### src/rtl/dadda_prod_accumulator.sv
// ---------------------------------------------------------------------------
// dadda_prod_accumulator
//
// Sums a run of 32-bit unsigned products coming from the 16x16 Dadda
// multiplier's final carry-propagate adder into an ACC_W-bit running sum.
// Products come in under a valid/ready handshake, one per cycle. The
// finished sum goes out under a second valid/ready handshake.
//
// Optional feature macro: DADDA_ACC_SAT_EN
//   defined   - on overflow the accumulator clamps to 2^ACC_W-1 and stays
//               clamped for the rest of the run
//   undefined - the accumulator wraps modulo 2^ACC_W
//   In both builds ovf is a sticky flag for the current run.
//
// Parameters
//   ACC_W     accumulator width (>= 33)
//   LEN_W     run-length field width
//
// Ports
//   clk        in   rising-edge clock
//   rst_n      in   asynchronous active-low reset
//   start      in   begin a run (sampled only in IDLE)
//   len        in   number of products in the run, latched on start
//   in_valid   in   prod is valid
//   in_ready   out  block accepts prod this cycle (state ACC)
//   prod       in   32-bit unsigned product
//   out_valid  out  acc_out holds the completed sum (state DONE)
//   out_ready  in   downstream consumes the result
//   acc_out    out  accumulator value
//   ovf        out  sticky overflow flag for the current run
//   busy       out  state is not IDLE
// ---------------------------------------------------------------------------
module dadda_prod_accumulator #(
    parameter int ACC_W = 40,
    parameter int LEN_W = 8
) (
    input  logic             clk,
    input  logic             rst_n,
    input  logic             start,
    input  logic [LEN_W-1:0] len,
    input  logic             in_valid,
    output logic             in_ready,
    input  logic [31:0]      prod,
    output logic             out_valid,
    input  logic             out_ready,
    output logic [ACC_W-1:0] acc_out,
    output logic             ovf,
    output logic             busy
);

    localparam logic [1:0] IDLE = 2'd0;
    localparam logic [1:0] ACC  = 2'd1;
    localparam logic [1:0] DONE = 2'd2;

    logic [1:0]       state;
    logic [1:0]       state_nxt;
    logic [LEN_W-1:0] len_q;
    logic [LEN_W-1:0] cnt;
    logic [ACC_W-1:0] acc_p1;
    logic             ovf_p1;

    logic             accept;
    logic             last;
    logic [ACC_W:0]   sum_p0;
    logic [ACC_W-1:0] acc_nxt;

`ifdef DADDA_ACC_SAT_EN
    // Once the run has overflowed the result is pinned at full scale, even
    // if later products are zero.
    function automatic logic [ACC_W-1:0] fold_sum(input logic [ACC_W:0] s,
                                                  input logic sticky);
        if (s[ACC_W] || sticky)
            fold_sum = {ACC_W{1'b1}};
        else
            fold_sum = s[ACC_W-1:0];
    endfunction
`else
    // Dropping the carry bit gives modulo-2^ACC_W wraparound.
    function automatic logic [ACC_W-1:0] fold_sum(input logic [ACC_W:0] s);
        fold_sum = s[ACC_W-1:0];
    endfunction
`endif

    assign accept = in_valid && (state == ACC);
    assign last   = (cnt == (len_q - LEN_W'(1)));

    // Stage p0: one-bit-wider add so the carry out of bit ACC_W-1 is visible
    assign sum_p0 = {1'b0, acc_p1} + {{(ACC_W - 31){1'b0}}, prod};

`ifdef DADDA_ACC_SAT_EN
    assign acc_nxt = fold_sum(sum_p0, ovf_p1);
`else
    assign acc_nxt = fold_sum(sum_p0);
`endif

    always_comb begin
        state_nxt = state;
        case (state)
            IDLE: begin
                if (start)
                    state_nxt = (len != '0) ? ACC : DONE;
            end
            ACC: begin
                if (accept && last)
                    state_nxt = DONE;
            end
            DONE: begin
                if (out_ready)
                    state_nxt = IDLE;
            end
            default: state_nxt = IDLE;
        endcase
    end

    // Stage p1: state, counters and the running sum
    always_ff @(posedge clk or negedge rst_n) begin
        if (!rst_n) begin
            state  <= IDLE;
            len_q  <= '0;
            cnt    <= '0;
            acc_p1 <= '0;
            ovf_p1 <= 1'b0;
        end else begin
            state <= state_nxt;
            case (state)
                IDLE: begin
                    if (start) begin
                        len_q  <= len;
                        cnt    <= '0;
                        acc_p1 <= '0;
                        ovf_p1 <= 1'b0;
                    end
                end
                ACC: begin
                    if (accept) begin
                        cnt    <= cnt + LEN_W'(1);
                        acc_p1 <= acc_nxt;
                        if (sum_p0[ACC_W])
                            ovf_p1 <= 1'b1;
                    end
                end
                default: ;
            endcase
        end
    end

    // All outputs come straight from registers or decoded registered state.
    assign in_ready  = (state == ACC);
    assign out_valid = (state == DONE);
    assign busy      = (state != IDLE);
    assign acc_out   = acc_p1;
    assign ovf       = ovf_p1;

endmodule

### config.mk
export PLATFORM = sky130hd
export DESIGN_NAME = dadda_prod_accumulator
export DESIGN_NICKNAME = d
export VERILOG_FILES = /design/src/rtl/dadda_prod_accumulator.sv
export SDC_FILE = /design/constraint.sdc
export NUM_CORES = 1
export LEC_CHECK = 0
export ABC_AREA = 1
export CORE_MARGIN = 8
export CORE_UTILIZATION = 50
export CTS_CLUSTER_SIZE = 25
export DETAILED_ROUTE_END_ITERATION = 10
export PLACE_DENSITY = 0.78
export SLEW_MARGIN = 40
export SYNTH_ARGS = -nofsm -noshare
export SYNTH_HDL_FRONTEND = slang
export SYNTH_SLANG_ARGS = --single-unit
### constraint.sdc
create_clock -name clk -period 2.05 [get_ports clk]
set_input_delay 0.41 -clock clk [delete_from_list [all_inputs] [get_ports clk]]
set_output_delay 0.41 -clock clk [all_outputs]
set_load 0.03 [all_outputs]
==> qor.txt <==
number of synthesized flops with an enable pin = 0
WP data required = 2350 ps
r2r worst-path depth = 11
RR Endpoint = acc_out[12]
Yosys cell types = 40
Cells after Synth = 882
leading cell type by number of instances after synthesis = nand2_1
final hold violations = 0
drt via density = 5.22
diode count = 0
Chip Width = 121 um
clk root buf = clkbuf_8
unrepaired setup endpoints after global routing = true
dpl cell area = 0.00705 sq mm
Die H = 121 um
post-synth top area cell = dfrtp_1
final wirelength = 18.1 mm
CP Max Fanout = 4
Placed Instances = 1,176
DRT antenna net count = 0
Worst R2R Start = acc_out[0]
Final Skew = 14.2 ps
H-Tree Depth = 3
CTS Buffer Depth = 2
layout cells sized above 1 = 21.9%
total nets after synthesis = 962
Setup Crit Path Kind = in -> reg
Achievable Freq = 483 MHz
initial antenna violation count = 0
vias in the first global route = 5,821
IO Pins = 89
Sink Count = 59
Yosys warnings = 0
area delta synth->final = 43.8%
largest net degree at the start of global routing = 60
Initial Util = 50.9%
peak supply drop = 0.000907 V
Slew Limit Fails = 0
number of max-capacitance violations reported = 0
Setup crit start = prod[0]
ys async rst share = 100%
ys flop type = dfrtp_1
TritonCTS clock tree = done
WL/cell = 15.1 um
Commonest cells post-synth = nand2_1 (330), inv_1 (139), nor2_1 (70)
TritonCTS buffer count = 9
DP HPWL = 12.9 mm
# DRC = 0
port bufs = 88
failing checks = negative setup slack
leak pwr = 0.00406 uW
CP startpoint kind = primary input
1st-pass router iterations = 6
core area = 0.0107 sq mm
GR Overflow Total = 0
largest cells by area after synthesis = dfrtp_1 (27%), nand2_1 (23%), inv_1 (9.5%), ha_1 (7.8%), nor2_1 (4.8%)
Cell Rows = 38
global-route wire length before repair = 27.3 mm
Period minus WS final = 2070 ps
Final setup viols = 1
Yosys top cell area share = 27.0%
arrival time at the worst endpoint = 2380 ps
Seq/Total Area, Yosys = 27.0%
GP Congestion = 0.963
Worst-Margin Slew = 366 ps
Die Area = 0.0145 sq mm
syn avg cell area = 6.19 sq um
Final period util = 101%
final layout net count = 1,131
vias = 6,240
PwrDens = 1260 mW/mm^2
Design Area, Final = 0.00786 sq mm
Max-slew headroom = 75.5%
synthesized area = 0.00546 sq mm
worst setup margin = -20.7 ps
register bit count reported by yosys = 59
r2r setup slk = 20 ps
final non-filler cell total = 1,195
critical path endpoint category = flop
clock-pin transition on the worst setup and hold timing paths = 80 ps
total track usage = 23.1%
Initial DRC Count = 529
status = finished with violations
worst hold path type = in -> async
clock latency on the worst-skew pair = 360 ps
## worst max-delay path by stage
stage,endpoint,slack (ps),cells past startpoint
floorplan,acc_out[14],9,11
global placement,acc_out[22],-420,11
detailed placement,acc_out[22],-450,11
CTS,busy,3,3
global route,acc_out[12],-130,11
finish,acc_out[12],-20,12
## stage by stage
step           TNS [ps]  hold WS [ps]  setup slack (ps)  utilization, %  power (uW)
4_1_cts               0          60.8              2.75            67.8        9130
6_report          -20.7          56.6             -20.7            73.1        9910
2_1_floorplan         0           114              9.35               -        5510
3_5_place_dp     -11720           453              -453            65.6        7800
5_1_grt            -910          79.8              -128            73.1       10600
3_3_place_gp     -10730           451              -417            65.6        7720
## metal layers
layer  global-route usage [%]  part of all wire [%]  vias up
met5                        0                     0        -
met1                     29.1                    42     2872
li1                         -                     -     3097
met2                     38.9                    48      229
met4                     7.03                   2.8        0
met3                     4.90                   7.6       42
## layout by cell type, fill, tap and decap left out, drive strengths merged, types with 7 or more instances in the layout
cell type,n
nor2,87
inv,144
buf,81
nand3,54
xnor2,7
o21ai,36
nand4,8
nand2,346
a21oi,52
ha,34
clkdlybuf4s50,79
dfrtp,59
clkbuf,11
nor3,14
## where the power goes
part           leakage, uW  internal (uW)  switching (uW)
clock             0.000115            745             532
sequential        0.000772           1540             413
combinational      0.00317           2770            3910
## area by class of cell
type                            count  area (sq um)
Clock buffer                       11           151
Clock inverter                      4          73.8
Fill cell                         878          2890
Inverter                          145           544
Multi-Input combinational cell    668          3930
Sequential cell                    59          1480
Tap cell                          140           175
Timing Repair Buffer              168          1510
## worst max-delay path: stages
cell             delay [ps]
clkdlybuf4s50_1         400
ha_2                    190
fa_2                    350
nand3_2                  90
nand3_4                 100
nand2_1                  90
nand3_2                  90
inv_1                    90
o21ai_1                 110
a21oi_1                 200
o21ai_0                 170
nand2_1                  80
## cells by family after synthesis
logic type               Yosys count  synth area share [%]
AO/OA/AOI/OAI                     99                  9.80
XOR/XNOR                          10                  1.85
adder cells (fa/ha/maj)           35                  8.15
buffers and inverters            155                  10.8
flip-flops                        59                  27.0
AND/OR/NAND/NOR                  524                  42.3
## state kept, by name (all words and copies together) (netlist names)
name,flops
acc_out,40
cnt,8
len_q,8
ovf,1
state,2
## what timing repair did
action                     4_1_cts  5_1_grt
pin swaps                        0       13
gates resized for setup          5       97
setup endpoints to repair       12       30
hold buffers                     0        0
buffers inserted                 1        3
(Power assumes the default switching activity.)
